<file path="config.mk">
export PLATFORM = sky130hd
export DESIGN_NAME = iiit_fifo_gen
export DESIGN_NICKNAME = d
export VERILOG_FILES = /design/src/rtl/iiit_fifo_gen.sv
export SDC_FILE = /design/constraint.sdc
export NUM_CORES = 1
export LEC_CHECK = 0
export BUFFER_PORTS_ARGS = -buffer_cell sky130_fd_sc_hd__buf_2
export CAP_MARGIN = 10
export CORE_AREA = 2 2 83 85
export DETAILED_ROUTE_END_ITERATION = 10
export DIE_AREA = 0 0 85 87
export GPL_ROUTABILITY_DRIVEN = 0
export MAX_ROUTING_LAYER = met4
export PLACE_DENSITY = 0.73
export SETUP_SLACK_MARGIN = 0.1
export SLEW_MARGIN = 20
export SYNTH_ARGS = -nofsm -noshare
export SYNTH_HDL_FRONTEND = slang
export SYNTH_SLANG_ARGS = --single-unit
</file>
<file path="constraint.sdc">
create_clock -name clk -period 2.85 [get_ports clk]
set_input_delay 0.57 -clock clk [delete_from_list [all_inputs] [get_ports clk]]
set_output_delay 0.57 -clock clk [all_outputs]
set_load 0.02 [all_outputs]
</file>
<file path="src/rtl/iiit_fifo_gen.sv">
// Synchronous FIFO with fill/threshold flags, sticky error flags, flush, and
// optional first-word-fall-through output.
module iiit_fifo_gen #(
    parameter int DATA_W    = 8,
    parameter int ADDR_W    = 3,
    parameter int AF_THRESH = (1 << ADDR_W) - 1,
    parameter int AE_THRESH = 1,
    parameter bit FWFT      = 1'b0
) (
    input  logic              clk,
    input  logic              rst,
    input  logic [DATA_W-1:0] buf_in,
    input  logic              wr_en,
    input  logic              rd_en,
    input  logic              flush,
    output logic [DATA_W-1:0] buf_out,
    output logic              buf_empty,
    output logic              buf_full,
    output logic              almost_empty,
    output logic              almost_full,
    output logic              overflow,
    output logic              underflow,
    output logic [ADDR_W:0]   fifo_counter
);
    localparam int DEPTH = 1 << ADDR_W;

    logic [DATA_W-1:0] mem [DEPTH];

    logic [ADDR_W-1:0] wr_ptr_q, wr_ptr_d;
    logic [ADDR_W-1:0] rd_ptr_q, rd_ptr_d;
    logic [ADDR_W:0]   cnt_q, cnt_d;
    logic              ovf_q, ovf_d;
    logic              unf_q, unf_d;
    logic [DATA_W-1:0] dout_q, dout_d;
    logic              wr_acc, rd_acc;

    assign buf_empty    = (cnt_q == '0);
    assign buf_full     = (cnt_q == (ADDR_W+1)'(DEPTH));
    assign almost_full  = (cnt_q >= (ADDR_W+1)'(AF_THRESH));
    assign almost_empty = (cnt_q <= (ADDR_W+1)'(AE_THRESH));
    assign fifo_counter = cnt_q;
    assign overflow     = ovf_q;
    assign underflow    = unf_q;

    // Flags are pre-edge state, so a full FIFO takes only the read and an
    // empty FIFO takes only the write; flush suppresses both.
    assign wr_acc = wr_en && !buf_full && !flush;
    assign rd_acc = rd_en && !buf_empty && !flush;

    // FWFT shows the head word directly; empty shows zeros so no stale data leaks.
    assign buf_out = FWFT ? (buf_empty ? '0 : mem[rd_ptr_q]) : dout_q;

    always_comb begin
        wr_ptr_d = wr_ptr_q;
        rd_ptr_d = rd_ptr_q;
        cnt_d    = cnt_q;
        ovf_d    = ovf_q;
        unf_d    = unf_q;
        dout_d   = dout_q;
        if (flush) begin
            wr_ptr_d = '0;
            rd_ptr_d = '0;
            cnt_d    = '0;
            ovf_d    = 1'b0;
            unf_d    = 1'b0;
        end else begin
            if (wr_en && buf_full)  ovf_d = 1'b1;
            if (rd_en && buf_empty) unf_d = 1'b1;
            if (wr_acc) wr_ptr_d = wr_ptr_q + ADDR_W'(1);
            if (rd_acc) begin
                rd_ptr_d = rd_ptr_q + ADDR_W'(1);
                dout_d   = mem[rd_ptr_q];
            end
            case ({wr_acc, rd_acc})
                2'b10:   cnt_d = cnt_q + (ADDR_W+1)'(1);
                2'b01:   cnt_d = cnt_q - (ADDR_W+1)'(1);
                default: cnt_d = cnt_q;
            endcase
        end
    end

    always_ff @(posedge clk or negedge rst) begin
        if (!rst) begin
            wr_ptr_q <= '0;
            rd_ptr_q <= '0;
            cnt_q    <= '0;
            ovf_q    <= 1'b0;
            unf_q    <= 1'b0;
            dout_q   <= '0;
        end else begin
            wr_ptr_q <= wr_ptr_d;
            rd_ptr_q <= rd_ptr_d;
            cnt_q    <= cnt_d;
            ovf_q    <= ovf_d;
            unf_q    <= unf_d;
            dout_q   <= dout_d;
        end
    end

    // Storage is not reset; reset only invalidates it through the pointers.
    always_ff @(posedge clk) begin
        if (wr_acc) mem[wr_ptr_q] <= buf_in;
    end

endmodule

</file>
==> summary.txt, run 1 <==
PnR Total Power: 3.47 mW
Crit Path Max Fanout: 5
Final Hold Vio Count: 0
Worst Path Required: 2280 ps
Insertion delay of the later-clocked pin in the worst-skew pair: 360 ps
CTS clk-pin slew, worst paths: 90 ps
Area grow syn2layout: 15.1%
Class of the worst hold path: input pin to async pin
Pint: 2.38 mW
Die Wd: 85 um
Root Driver: clkbuf_8
CTS Sinks: 84
Largest net degree at the start of global routing: 21
Ratio of cells with drive above 1 in the final layout: 32.6%
FILL cells: 485
TNS Setup: 0 ps
Core area: 6570 um^2
1st-pass router iterations: 4
Fin worst setup slack: 412 ps
Number of flops mapped to enable cells by yosys: 64
Dpl hpwl: 4040 um
Worst slack at placement: 648 ps
Sw Ratio: 31.2%
Worst EP arrival: 1870 ps
Yosys warning count: 0
Status: completed
Ant. Diodes: 0
Syn_nets: 227
Pwr per Cell Area: 860 nW/um^2
Layout Nets: 272
WS Path Type: register to output pin
Final Util: 61.3%
Residual DRC: 0
Synth Flop Type: edfxtp_1
Final setup fails: 0
Cts bufs inserted: 9
Maxcap violations: 0
Postcts setup bufs: 0
Worst-Margin Slew: 820 ps
Buffers on Ports: 30
Overall Global Routing Usage: 18.6%
Most frequent cells in the layout: edfxtp_1 (64), buf_2 (30), dfrtp_1 (20), mux4_2 (16), nor2_1 (14)
FMAX: 410 MHz
Register Area: 2420 um^2
GRT overflow: 0
Sequential area share after synthesis: 69.2%
Initial Util: 53.3%
Fin. max-slew vios: 0
Synth cell types: 43
Final Skew: 8.13 ps
Max VDD drop: 0.000513 V
Startpoint Class: register
RSZ-0062 raised after global routing: no
ANT nets after route: 0
Commonest non-fill, non-tap cell in the layout: edfxtp_1
IO Pins: 31
Leakage: 1.49 nW
Vias/cell: 5.62
Yosys reg bits: 84
Fin crit period: 2440 ps
Syn Area/Cell: 16.8 um^2
Vias in the first global route: 1843
Combinational Power Share: 28.7%
Longest Clk Path Bufs: 2
Asr flop ratio synth: 23.8%
# rows: 30
PostCTS Resize Cnt: 0
Die height: 87 um
CTS tree: yes
Final period util: 85.6%
Clock power frac: 26.7%
Slew headroom: 45.3%
Die footprint: 7400 um^2
Setup crit end kind: output pin
Post-cts hold buffer count: 0
Cell area after synthesis: 3500 um^2
Reg power frac: 44.6%
Initial antenna violation count: 0
H-Tree Depth: 3
Multi-input logic area: 1020 um^2
First-pass GRT wire length: 9610 um
Total vias in the final route: 1900
1st-iter DRT viols: 173
Sw power: 1.08 mW
WL/cell: 17.7 um
Drt total wl: 6000 um
Post-Syn Instances: 208
## cells in the mapped netlist, types with 2 or more instances
cell type / instances / area, um^2
xor2_1: 2 / 17.5
nand2_1: 13 / 48.8
o211ai_1: 2 / 15.0
and2_1: 2 / 12.5
xnor2_1: 2 / 17.5
inv_1: 2 / 7.51
mux4_2: 16 / 360
o21ai_1: 5 / 25.0
nand3b_1: 2 / 15.0
o21ai_0: 5 / 25.0
a21oi_1: 5 / 25.0
nor2_1: 14 / 52.6
nor3_1: 4 / 20.0
edfxtp_1: 64 / 1920
a31oi_1: 2 / 12.5
clkbuf_1: 3 / 11.3
ha_1: 6 / 75.1
buf_2: 4 / 20.0
a21boi_0: 2 / 15.0
mux2i_1: 9 / 90.1
nand3_1: 3 / 15.0
dfrtp_1: 20 / 500
## final timing paths
path | from | to | slack [ps] | cells past startpoint
setup / recovery | fifo_counter[1]$_DFFE_PN0P_ | buf_empty | 410 | 5
hold / removal | rst | buf_out[4]$_DFFE_PN0P_ | 150 | 1
setup reg to reg | fifo_counter[0]$_DFFE_PN0P_ | mem[4][4]$_DFFE_PP_ | 670 | 8
hold reg to reg | buf_out[0]$_DFFE_PN0P_ | buf_out[0]$_DFFE_PN0P_ | 480 | 2
max in group asynchronous | rst | buf_out[0]$_DFFE_PN0P_ | 2390 | 1
min in group clk | buf_out[0]$_DFFE_PN0P_ | buf_out[0]$_DFFE_PN0P_ | 480 | 2
## metal layers
layer	vias up	share of wire, %	track usage, %
li1	894	-	-
met1	949	47	24.9
met2	50	48	27.1
met3	7	4.6	5.88
met4	0	1.1	6.64
met5	-	0	-
## area by class of cell
cell class	instances	area share [%]
inverter	5	0.528
tap	80	2.48
clock buffer	9	3.07
timing repair buffer	43	6.15
sequential	84	60.1
multi-input combinational	110	25.2
clock inverter	7	2.42
## through the flow
step	area (um^2)	hold WS (ps)	std cells
global placement	3810	457	322
global route	4030	168	338
CTS	4030	151	338
detailed placement	3810	470	322
finish	4030	145	338
floorplan	3500	274	208
## cells by family (layout without fill, tap and decap cells)
logic type	Yosys count	count (layout)	share of synthesized area, %
and+or+nand+nor	50	50	8.12
buffers and inverters	14	64	1.93
AOI/OAI and AO/OA	24	24	4.08
muxes	25	25	12.9
xor gates and xnor gates	5	5	1.64
DFF	84	84	69.2
adders and majority gates	6	6	2.15
## worst max-delay path: stages (launching register included)
cell and delay (ps):
dfrtp_1 430, inv_1 160, ha_1 250, or3b_4 420
inv_2 90, buf_2 160
## power by group through the flow
| stage | Clock, mW | Sequential [mW] | Combinational [mW] |
|---|---|---|---|
| floorplan | 0 | 1.64 | 0.679 |
| global placement | 0 | 1.57 | 0.988 |
| detailed placement | 0 | 1.57 | 1.00 |
| CTS | 0.945 | 1.55 | 1.00 |
| global route | 1.00 | 1.56 | 1.09 |
| finish | 0.926 | 1.55 | 0.994 |
## registers in the layout (all words and copies together), names as in the netlist
name	count
mem	64
buf_out	8
fifo_counter	4
rd_ptr_q	3
wr_ptr_q	3
overflow	1
underflow	1
(Power assumes the default switching activity.)
==> inputs of run 2 (changes only) <==
Settings changed: CORE_AREA 2 2 83 85 to 2 2 69 103, DIE_AREA 0 0 85 87 to 0 0 71 105, PLACE_DENSITY 0.73 to not set, PLACE_DENSITY_LB_ADDON set to 0.2, TNS_END_PERCENT set to 20.
==> summary.txt, run 2 (synthesized netlist as in run 1, its figures left out) <==
Status: completed
Initial antenna violation count: 0 (unchanged)
Residual DRC: 0 (unchanged)
Max VDD drop: 0.000378 V (-26%)
Overall Global Routing Usage: 20.4% (+1.8 points)
Final Hold Vio Count: 0 (unchanged)
# rows: 36 (+20%)
Fin area: 3970 um^2 (-1.4%)
Startpoint Class: register
Layout Nets: 270 (-0.74%)
Non-Filler Instances: 332 (-1.8%)
Insertion delay of the later-clocked pin in the worst-skew pair: 360 ps (about the same)
Die height: 105 um (+21%)
Crit path cell chain: inv_1 > ha_1 > or3b_4 > inv_2 > buf_2
Cts bufs inserted: 9 (unchanged)
Area after DPL: 3790 um^2 (-0.36%)
Root Driver: clkbuf_8
Pwr per Cell Area: 846 nW/um^2 (-1.7%)
Area grow syn2layout: 13.5%
PnR Total Power: 3.36 mW (-3.1%)
FILL cells: 484 (-0.21%)
Worst Path Required: 2280 ps (about the same)
Placed cell count: 316 (-1.9%)
GRT overflow: 0 (unchanged)
Register Area: 2420 um^2 (unchanged)
Worst Path Buf+Inv: 3 (unchanged)
Ant. Diodes: 0 (unchanged)
Most frequent cells in the layout: edfxtp_1 (64), buf_2 (30), dfrtp_1 (20), mux4_2 (16), nor2_1 (14)
IO Pins: 31 (unchanged)
Final setup fails: 0 (unchanged)
TNS Setup: 0 ps (unchanged)
Buffers on Ports: 30 (unchanged)
Core area: 6530 um^2 (-0.57%)
Vias in the first global route: 2018 (+9.5%)
Max reg flops: 64 (unchanged)
Crit-path leading delay family: flip-flops
Reg2Reg Setup Slack: 780 ps (+110 ps)
Vias/cell: 5.79 (+3.0%)
1st-pass router iterations: 5 (+1)
CTS Sinks: 84 (unchanged)
Dpl hpwl: 4470 um (+10%)
Final period util: 86.5% (+0.91 points)
Worst EP arrival: 1890 ps (+20 ps)
H-Tree Depth: 3 (unchanged)
Die footprint: 7460 um^2 (+0.81%)
PostCTS Resize Cnt: 0 (unchanged)
Die Wd: 71 um (-16%)
Largest net degree at the start of global routing: 21 (unchanged)
Maxcap violations: 0 (unchanged)
Drt total wl: 6680 um (+11%)
1st-iter DRT viols: 99 (-43%)
Cell count along the critical path: 5 (unchanged)
RSZ-0062 raised after global routing: no
R2R cell count: 8 (unchanged)
Setup crit end kind: output pin
Class of the worst hold path: input pin to async pin
CTS clk-pin slew, worst paths: 80 ps (about the same)
ANT nets after route: 0 (unchanged)
Commonest non-fill, non-tap cell in the layout: edfxtp_1
Reg2reg end: mem[5][2]$_DFFE_PP_
Reg-to-Reg Start: fifo_counter[0]$_DFFE_PN0P_
Fin. max-slew vios: 0 (unchanged)
First-pass GRT wire length: 10700 um (+11%)
Final Skew: 8.08 ps (-0.0519 ps)
Slew headroom: 54.8% (+9.5 points)
Leakage: 1.46 nW (-2.0%)
Postcts setup bufs: 0 (unchanged)
Slowest CP cell: dfrtp_1
CTS tree: yes
Initial Util: 53.6% (+0.31 points)
WL/cell: 20.1 um (+13%)
Worst-Margin Slew: 678 ps (-142 ps)
Max incr delay on CP: 430 ps (about the same)
Crit Path Max Fanout: 5 (unchanged)
Fin crit period: 2460 ps (+25.8 ps)
WS Path Type: register to output pin
Total vias in the final route: 1923 (+1.2%)
Top reg by flops: mem
FMAX: 406 MHz (-1.0%)
Longest Clk Path Bufs: 2 (unchanged)
Multi-input logic area: 1020 um^2 (+0.62%)
Ratio of cells with drive above 1 in the final layout: 30.9% (-1.7 points)
Post-cts hold buffer count: 0 (unchanged)
run 2: cell type report:
class / instances / share of cell area (%)
inverter: 5 / 0.536
timing repair buffer: 41 / 5.86
multi-input combinational: 110 / 25.7
tap: 76 / 2.39
clock buffer: 13 / 3.50
sequential: 84 / 61.0
clock inverter: 3 / 0.977
run 2: where the power goes:
group | total, mW | switching [mW] | leakage (nW) | internal (mW)
combinational | 1.02 | 0.559 | 0.535 | 0.461
sequential | 1.55 | 0.112 | 0.839 | 1.43
clock | 0.792 | 0.390 | 0.0890 | 0.402
total | 3.36 | 1.06 | 1.46 | 2.30
run 2: worst reg2reg max path, delay by kind of cell, from the launching register on:
kind | cells | cell delay, ps
adder cells (fa/ha/maj) | 1 | 270
buffers and inverters | 3 | 380
flip-flops | 1 | 460
AND/OR/NAND/NOR | 4 | 680
run 2: routing by layer:
layer	routed length (um)	global-route usage (%)	part of all wire (%)	vias to the layer above
li1	-	-	-	886
met1	2660	23.3	40	976
met2	3630	34.1	54	46
met3	198	3.09	3.0	15
met4	184	11.1	2.8	0
met5	0	-	0	-
run 2: how the worst max path moves through the flow:
stage | from | end | slack, ps
floorplan | fifo_counter[0]$_DFFE_PN0P_ | mem[4][0]$_DFFE_PP_ | 300
global placement | fifo_counter[1]$_DFFE_PN0P_ | buf_empty | 830
detailed placement | fifo_counter[1]$_DFFE_PN0P_ | buf_empty | 770
CTS | fifo_counter[1]$_DFFE_PN0P_ | buf_empty | 380
global route | fifo_counter[1]$_DFFE_PN0P_ | buf_empty | 310
finish | fifo_counter[1]$_DFFE_PN0P_ | buf_empty | 390
run 2: metrics by stage:
| stage | setup slack (ps) | hold slack (ps) | util [%] |
|---|---|---|---|
| final | 386 | 147 | 60.8 |
| after global routing | 305 | 183 | 60.8 |
| after CTS | 379 | 159 | 60.8 |
| after detailed placement | 772 | 466 | 58.1 |
| after global placement | 831 | 466 | 58.1 |
| after floorplan | 299 | 274 | - |
==> inputs of run 3 (changes only) <==
Settings changed: CORE_AREA 2 2 69 103 to 2 2 67 101, DIE_AREA 0 0 71 105 to 0 0 69 103.
==> summary.txt, run 3 (synthesized netlist as in run 1, its figures left out) <==
Slew headroom: 45.8% (-9.0 points)
Worst Path Required: 2280 ps (about the same)
Post-cts hold buffer count: 0 (unchanged)
1st-iter DRT viols: 110 (+11%)
Worst EP arrival: 1870 ps (-20 ps)
H-Tree Depth: 3 (unchanged)
Final setup fails: 0 (unchanged)
CP startpoint: fifo_counter[1]$_DFFE_PN0P_
CTS Sinks: 84 (unchanged)
Final Hold Vio Count: 0 (unchanged)
Insertion delay of the later-clocked pin in the worst-skew pair: 350 ps (about the same)
Final period util: 85.5% (-1.0 points)
Crit path cell chain: inv_1 > ha_1 > or3b_4 > inv_2 > buf_2
FMAX: 411 MHz (+1.2%)
RSZ-0062 raised after global routing: no
Drt total wl: 6540 um (-2.1%)
Reg-to-Reg Start: fifo_counter[1]$_DFFE_PN0P_
Startpoint Class: register
Postcts setup bufs: 0 (unchanged)
Fin area: 3950 um^2 (-0.66%)
First-pass GRT wire length: 10400 um (-2.5%)
Largest net degree at the start of global routing: 21 (unchanged)
Area grow syn2layout: 12.7%
Residual DRC: 0 (unchanged)
Setup crit end kind: output pin
Most frequent cells in the layout: edfxtp_1 (64), buf_2 (30), dfrtp_1 (20), mux4_2 (16), nor2_1 (14)
1st-pass router iterations: 4 (-1)
WS Path Type: register to output pin
Die Wd: 69 um (-2.8%)
Commonest non-fill, non-tap cell in the layout: edfxtp_1
# rows: 36 (unchanged)
TNS Setup: 0 ps (unchanged)
Overall Global Routing Usage: 21.1% (+0.72 points)
Class of the worst hold path: input pin to async pin
Maxcap violations: 0 (unchanged)
Final Skew: 8.25 ps (+0.166 ps)
Total vias in the final route: 1904 (-0.99%)
GRT overflow: 0 (unchanged)
Longest Clk Path Bufs: 2 (unchanged)
Non-Filler Instances: 331 (-0.30%)
IO Pins: 31 (unchanged)
Initial antenna violation count: 0 (unchanged)
Top reg by flops: mem
Max reg flops: 64 (unchanged)
Crit-path leading delay family: flip-flops
Leakage: 1.45 nW (-0.73%)
Dpl hpwl: 4630 um (+3.7%)
Max incr delay on CP: 440 ps (about the same)
Max VDD drop: 0.000401 V (+6.2%)
CTS clk-pin slew, worst paths: 80 ps (about the same)
PostCTS Resize Cnt: 0 (unchanged)
Worst Path Buf+Inv: 3 (unchanged)
Fin crit period: 2440 ps (-28.9 ps)
CTS tree: yes
Worst-Margin Slew: 813 ps (+135 ps)
Ant. Diodes: 0 (unchanged)
Worst hold slack: 155 ps (+7.55 ps)
Vias in the first global route: 1983 (-1.7%)
Die footprint: 7110 um^2 (-4.7%)
ANT nets after route: 0 (unchanged)
Root Driver: clkbuf_8
Crit Path Max Fanout: 5 (unchanged)
Vias/cell: 5.75 (-0.69%)
Area after DPL: 3790 um^2 (-0.20%)
Buffers on Ports: 30 (unchanged)
Cts bufs inserted: 9 (unchanged)
Initial Util: 55.5% (+1.9 points)
Status: completed
Fin. max-slew vios: 0 (unchanged)
Slowest CP cell: dfrtp_1
WL/cell: 19.8 um (-1.8%)
Ratio of cells with drive above 1 in the final layout: 31.8% (+0.91 points)
Pwr per Cell Area: 825 nW/um^2 (-2.5%)
Die height: 103 um (-1.9%)
Layout Nets: 269 (-0.37%)
Core area: 6310 um^2 (-3.4%)
Placed cell count: 315 (-0.32%)
==> run 3: cell count changes in the layout (fill, tap and decap cells not counted) <==
cell,previous run,this run
buf_4,11,10
bufinv_16,1,0
clkbuf_1,4,1
clkinv_2,1,4
clkinvlp_4,0,1
==> run 3: report_power, final <==
group,switching [mW],total (mW),internal [mW]
Clock,0.390,0.697,0.307
Sequential,0.119,1.55,1.43
Combinational,0.550,1.00,0.454
Total,1.06,3.25,2.19
==> run 3: cell type report <==
type / count / area, um^2
timing repair buffer: 40 / 225
clock buffer: 10 / 128
fill: 483 / 2360
tap: 76 / 95.1
inverter: 5 / 21.3
multi-input combinational: 110 / 1020
clock inverter: 6 / 31.3
sequential: 84 / 2420
==> run 3: routing by layer <==
| layer | vias up | wire length (um) | global-route usage, % |
|---|---|---|---|
| met5 | - | 0 | - |
| met2 | 59 | 3530 | 36.4 |
| met4 | 0 | 184 | 10.4 |
| met3 | 14 | 334 | 5.87 |
| li1 | 883 | - | - |
| met1 | 948 | 2490 | 22.5 |
==> run 3: path summary, 6_finish.rpt <==
path / end / slack [ps] / cells after the start
max in group asynchronous: wr_ptr_q[1]$_DFFE_PN0P_ / 2370 / 1
worst min-delay path: underflow$_DFFE_PN0P_ / 150 / 1
min in group clk: buf_out[2]$_DFFE_PN0P_ / 480 / 2
worst max-delay path: buf_empty / 410 / 5
worst max register to register: fifo_counter[2]$_DFFE_PN0P_ / 570 / 6
worst min register to register: buf_out[2]$_DFFE_PN0P_ / 480 / 2
==> run 3: per-stage QoR <==
stage | worst slack [ps] | util, % | total power [mW]
final | 415 | 62.6 | 3.25
after global routing | 302 | 62.6 | 3.44
after CTS | 400 | 62.6 | 3.30
after detailed placement | 583 | 60.0 | 2.60
after global placement | 662 | 60.0 | 2.59
after floorplan | 299 | - | 2.32
